<file path="src/rtl/lppm_tx.sv">
// lppm_tx: pulse-position modulation transmitter with a 2-entry symbol buffer and guard slots
module lppm_tx #(
    parameter int SYM_BITS     = 2,
    parameter int SLOT_CYCLES  = 4,
    parameter int PULSE_CYCLES = 2,
    parameter int GUARD_SLOTS  = 1,
    parameter int GRAY_MAP     = 0
) (
    input  logic                clk,
    input  logic                rst_n,
    input  logic [SYM_BITS-1:0] sym_data,
    input  logic                sym_valid,
    output logic                sym_ready,
    input  logic                abort,
    output logic                ppm,
    output logic                frame_start,
    output logic                ppm_done,
    output logic                busy
);
    localparam int NDATA = 1 << SYM_BITS;
    localparam int NSLOT = NDATA + GUARD_SLOTS;
    localparam int SW    = $clog2(NSLOT);
    localparam int CW    = SLOT_CYCLES > 1 ? $clog2(SLOT_CYCLES) : 1;
    localparam logic [SW-1:0] LAST_DATA = SW'(NDATA - 1);
    localparam logic [SW-1:0] LAST_SLOT = SW'(NSLOT - 1);
    localparam logic [CW-1:0] LAST_CYC  = CW'(SLOT_CYCLES - 1);

    typedef enum logic [1:0] {IDLE, DATA, GUARD} state_t;

    state_t              state, nxt_state;
    logic [CW-1:0]       cyc_cnt, nxt_cyc;
    logic [SW-1:0]       slot_cnt, nxt_slot;
    logic [SYM_BITS-1:0] cur_slot, nxt_sym, head, head_slot;
    logic [SYM_BITS-1:0] mem [2];
    logic                wr_ptr, rd_ptr;
    logic [1:0]          count;
    logic                empty, push, pop, last_cyc, last_frame, start;
    logic                nxt_ppm, nxt_fs, nxt_done;

    // FIFO flags, symbol mapping and engine next-state / next-output decode
    always_comb begin
        empty      = count == 2'd0;
        sym_ready  = rst_n && count != 2'd2;
        push       = sym_valid && sym_ready && !abort;
        head       = mem[rd_ptr];
        head_slot  = GRAY_MAP != 0 ? head ^ (head >> 1) : head;
        last_cyc   = cyc_cnt == LAST_CYC;
        last_frame = state != IDLE && last_cyc && slot_cnt == LAST_SLOT;
        start      = !empty && (state == IDLE || last_frame);
        busy       = state != IDLE || !empty;
        nxt_state  = state;
        nxt_cyc    = cyc_cnt;
        nxt_slot   = slot_cnt;
        nxt_sym    = cur_slot;
        pop        = 1'b0;
        if (abort) begin
            nxt_state = IDLE;
            nxt_cyc   = '0;
            nxt_slot  = '0;
        end else if (start) begin
            pop       = 1'b1;
            nxt_state = DATA;
            nxt_cyc   = '0;
            nxt_slot  = '0;
            nxt_sym   = head_slot;
        end else if (last_frame) begin
            nxt_state = IDLE;
            nxt_cyc   = '0;
            nxt_slot  = '0;
        end else if (state != IDLE) begin
            nxt_cyc   = last_cyc ? '0 : cyc_cnt + CW'(1);
            nxt_slot  = last_cyc ? slot_cnt + SW'(1) : slot_cnt;
            nxt_state = last_cyc && slot_cnt == LAST_DATA ? GUARD : state;
        end
        nxt_ppm  = nxt_state == DATA && nxt_slot == SW'(nxt_sym) && 32'(nxt_cyc) < PULSE_CYCLES;
        nxt_fs   = nxt_state != IDLE && nxt_slot == '0 && nxt_cyc == '0;
        nxt_done = nxt_state != IDLE && nxt_slot == LAST_SLOT && nxt_cyc == LAST_CYC;
    end

    // Engine registers; outputs are registered copies of the decode for the cycle being entered
    always_ff @(posedge clk or negedge rst_n) begin
        if (!rst_n) begin
            state       <= IDLE;
            cyc_cnt     <= '0;
            slot_cnt    <= '0;
            cur_slot    <= '0;
            ppm         <= 1'b0;
            frame_start <= 1'b0;
            ppm_done    <= 1'b0;
        end else begin
            state       <= nxt_state;
            cyc_cnt     <= nxt_cyc;
            slot_cnt    <= nxt_slot;
            cur_slot    <= nxt_sym;
            ppm         <= nxt_ppm;
            frame_start <= nxt_fs;
            ppm_done    <= nxt_done;
        end
    end

    // Two-entry symbol buffer; abort flushes it and drops any same-cycle push
    always_ff @(posedge clk or negedge rst_n) begin
        if (!rst_n) begin
            mem[0] <= '0;
            mem[1] <= '0;
            wr_ptr <= 1'b0;
            rd_ptr <= 1'b0;
            count  <= 2'd0;
        end else if (abort) begin
            wr_ptr <= 1'b0;
            rd_ptr <= 1'b0;
            count  <= 2'd0;
        end else begin
            if (push) begin
                mem[wr_ptr] <= sym_data;
                wr_ptr      <= ~wr_ptr;
            end
            if (pop) rd_ptr <= ~rd_ptr;
            count <= count + 2'(push) - 2'(pop);
        end
    end
endmodule

</file>
<file path="config.mk">
export PLATFORM = sky130hd
export DESIGN_NAME = lppm_tx
export DESIGN_NICKNAME = d
export VERILOG_FILES = /design/src/rtl/lppm_tx.sv
export SDC_FILE = /design/constraint.sdc
export NUM_CORES = 1
export LEC_CHECK = 0
export BUFFER_PORTS_ARGS = -buffer_cell sky130_fd_sc_hd__buf_2
export CORE_ASPECT_RATIO = 1.4
export CORE_MARGIN = 4
export CORE_UTILIZATION = 35
export DETAILED_ROUTE_END_ITERATION = 16
export PLACE_DENSITY_LB_ADDON = 0.25
export SETUP_SLACK_MARGIN = 0.5
export SKIP_LAST_GASP = 1
export SLEW_MARGIN = 20
export SYNTH_ARGS = -nofsm -noshare
export SYNTH_HDL_FRONTEND = slang
export SYNTH_SLANG_ARGS = --single-unit
</file>
<file path="constraint.sdc">
create_clock -name clk -period 2.6 [get_ports clk]
set_input_delay 0.26 -clock clk [delete_from_list [all_inputs] [get_ports clk]]
set_output_delay 0.26 -clock clk [all_outputs]
set_load 0.01 [all_outputs]
</file>
==> reports/metrics.sh <==
STATUS='complete, no violations'
CLOCKROOTBUFFER='sky130_fd_sc_hd__clkbuf_8'
DIE_HEIGHT_UM=74.52
CTS_INSERTED_BUFFERS=3
PATH_CELLS='inv_1, ha_4, nand3_4, a211oi_4, buf_4, mux2_4, xnor2_1, nor4b_2'
GRT_PASS1_WL_UM=3836
FIRST_GLOBAL_VIAS=818
SHARE_OF_POST_ROUTE_CELLS_WITH_DRIVE_STRENGTH_ABOVE_1_PCT=39.13
IO_PINS=11
GRT_SETUP_UNREPAIRED='no'
CORE_AREA_SQ_UM=2935
WORST_EP_ARRIVAL_TIME_NS=2.17
CTS_SINKS=20
TIMING_HOLD_VIOLATIONS_FINAL=0
FINAL.FILL_COUNT=285
DIEAREA_SQ_UM=4136
YS_DOMINANT_REG_CELL='sky130_fd_sc_hd__dfrtp_1'
CRIT_FANOUT=3
FMAX_MHz=498.4
FINAL_DESIGN_UTILIZATION_PCT=46.38
ROUTED-VIA-COUNT=775
ASYNC_SR_FLOP_FRACTION_PCT=100.0
DETAILEDPLACEMENTHPWL_UM=1535
AREA_DELTA_SYNTH_FINAL_PCT=23.08
GRT_ANTENNA_BEFORE_REPAIR=0
LAYOUT_COMMONEST_CELL='sky130_fd_sc_hd__dfrtp_1'
LEADING_CELL_TYPES_IN_THE_LAYOUT_FILL_AND_TAPS_EXCLUDED='sky130_fd_sc_hd__dfrtp_1, sky130_fd_sc_hd__buf_2, sky130_fd_sc_hd__buf_4'
WL_UM=2169
CLOCKBUFFERDEPTH=2
CAP_VIOLATIONS=0
MAX-VDD-IR-DROP_mV=0.4520
CTS_HOLD_REPAIR.BUFFERS=0
GP_CONGESTION=0.7795
SYNTH_AREA_SQ_UM=1106
NUMBER_OF_H_TREE_BRANCHING_LEVELS=1
FLOORPLAN.INITIALDENSITY_PCT=37.68
SYNTH_ENABLE_FLOP_CELLS=0
FINALHOLDWORSTSLACK_NS=0.002436
DESIGN.FINAL.NETS=129
WORST-R2R-SETUP-SLACK_NS=0.59
YOSYSSEQAREASHARE_PCT=45.25
SEQUENTIAL_CELL_AREA_SQ_UM=501.7
NUM_ROWS=23
GLOBAL_ROUTE.USAGE.TOTAL_PCT=11.91
DIODES=0
FP.DIEW_UM=55.51
PORTBUFFERS=10
OVERFLOW=0
POSTSYNTHCELLCOUNT=96
FINALSETUPVIOLCOUNT=0
FINAL.SETUP.TNS_NS=0
MAX_STAGE_DELAY_NS=0.41
GRT_MAX_DEGREE=22
HP-CLASS='input pin to asynchronous set/reset pin'
ROUTEDWLPERCELL_UM=14.27
WORST_SLEW_MARGIN_REL_PCT=72.95
CPMAXSTAGEDELAYCELL='sky130_fd_sc_hd__dfrtp_2'
POWER_PER_CELL_AREA_nW_PER_UM2=879.1
WORST_CLOCK_SKEW_NS=0.0008385
POSTSYNTHAREAPERCELL_SQ_UM=11.52
POST-ROUTE-PERIOD-UTIL_PCT=77.17
POWER.STATIC_LEAKAGE_nW=0.6026
MAPPEDNETLISTNETS=109
FINALMAXSLEWVIOLATIONS=0
ROUTE.DETAILED.DRC=0
MULTIINPUTGATEAREA_SQ_UM=601.8
PERIOD_MINUS_SLACK_NS=2.007
REQUIRED_NS=2.76
ANTENNA_VIOLATING_NETS_LEFT=0
CLK-INSERTION-DELAY-LATE_NS=0.25
SYNTH_WARNINGS=0
CLOCK_TREE_FROM_TRITONCTS='done'
TIMING.CRITICAL_PATH.FROM_TYPE='flop'
VIAS_PER_CELL=5.099
DRT_ITER0_DRC=13
DRT_PASS1_ITERATIONS=4
TIMING.CRITICAL_PATH.TO_TYPE='flop'
TIMING_WORST_SLEW_PIN_VALUE_NS=0.4057
CLK_TRANSITION_REPORTED_PATHS_NS=0.07
TIMING_WORST_SETUP_PATH_TYPE='flop to flop'
YS_TYPES=33
YS_SEQ_ELEMENTS=20
-- per-stage QoR --
stage          setup slack [ns]  total power, mW  instances  area, sq um
2_1_floorplan            0.5384           0.7946         96         1106
3_3_place_gp             0.4173           0.8521        141         1184
3_5_place_dp             0.2362           0.8569        141         1184
4_1_cts                  0.5201            1.185        149         1309
5_1_grt                  0.5063            1.277        152         1361
6_report                 0.5935            1.197        152         1361
-- what timing repair did --
action	in CTS	in global routing
endpoints found under the setup margin	4	4
resized for setup	5	7
setup buffers	4	3
pin swaps	2	2
-- metal layers --
layer	global-route usage, %	vias to the layer above	wire length, um
li1	-	378	-
met1	14.44	380	918
met2	21.45	15	1177
met3	1.563	2	62
met4	4.865	0	10
met5	0	-	0
-- worst paths after layout --
| path | startpoint | endpoint | cells after the start |
|---|---|---|---|
| setup / recovery | slot_cnt[0]$_DFF_PN0_ | ppm$_DFF_PN0_ | 8 |
| hold / removal | rst_n | state[1]$_DFF_PN0_ | 2 |
| setup reg to reg | slot_cnt[0]$_DFF_PN0_ | ppm$_DFF_PN0_ | 8 |
| hold reg to reg | mem[1]$_DFFE_PN0P_ | mem[1]$_DFFE_PN0P_ | 1 |
| max in group asynchronous | rst_n | slot_cnt[0]$_DFF_PN0_ | 2 |
| min in group clk | sym_data[0] | mem[0]$_DFFE_PN0P_ | 2 |
-- cell families after synthesis --
| logic type | synth area share [%] |
|---|---|
| AO/OA/AOI/OAI | 14.14 |
| flip-flops | 45.25 |
| adder cells (fa/ha/maj) | 7.918 |
| AND/OR/NAND/NOR | 11.65 |
| multiplexers | 11.20 |
| buffers and inverters | 5.090 |
| XOR/XNOR | 4.751 |
-- cell usage after synthesis (3+ instances only) --
master	number	area share (%)
sky130_fd_sc_hd__a21oi_1	3	1.4
sky130_fd_sc_hd__a31oi_1	4	2.3
sky130_fd_sc_hd__dfrtp_1	20	45
sky130_fd_sc_hd__ha_1	7	7.9
sky130_fd_sc_hd__inv_1	8	2.7
sky130_fd_sc_hd__mux2_2	7	7.1
sky130_fd_sc_hd__mux2i_1	3	2.7
sky130_fd_sc_hd__nand2_1	3	1.0
sky130_fd_sc_hd__nor2_1	7	2.4
sky130_fd_sc_hd__xnor2_1	5	4.0
-- power by group --
group / internal [mW] / switching (mW)
Sequential: 0.393 / 0.0526
Clock: 0.205 / 0.0997
Combinational: 0.221 / 0.225
Total: 0.820 / 0.377
-- critical path: cells and delay by family, from the launching register on --
family	cells	cell delay (ns)
adders and majority gates	1	0.16
and+or+nand+nor	2	0.38
muxes	1	0.30
DFF	1	0.41
xor gates and xnor gates	1	0.13
AOI/OAI and AO/OA	1	0.29
buffers and inverters	2	0.25
-- flip-flops by register name, summed over array words and instances, names as in the netlist --
| signal | cells |
|---|---|
| wr_ptr | 1 |
| cyc_cnt | 2 |
| state | 2 |
| ppm_done | 1 |
| rd_ptr | 1 |
| ppm | 1 |
| count | 2 |
| slot_cnt | 3 |
| cur_slot | 2 |
| frame_start | 1 |
| mem | 4 |
-- cell type report --
class,instances,area share (%)
timing repair buffer,18,8.088
inverter,8,2.206
multi-input combinational,65,44.21
sequential,20,36.86
clock buffer,3,3.033
clock inverter,1,2.206
tap,37,3.401
Power figures use the tool's default switching activity.
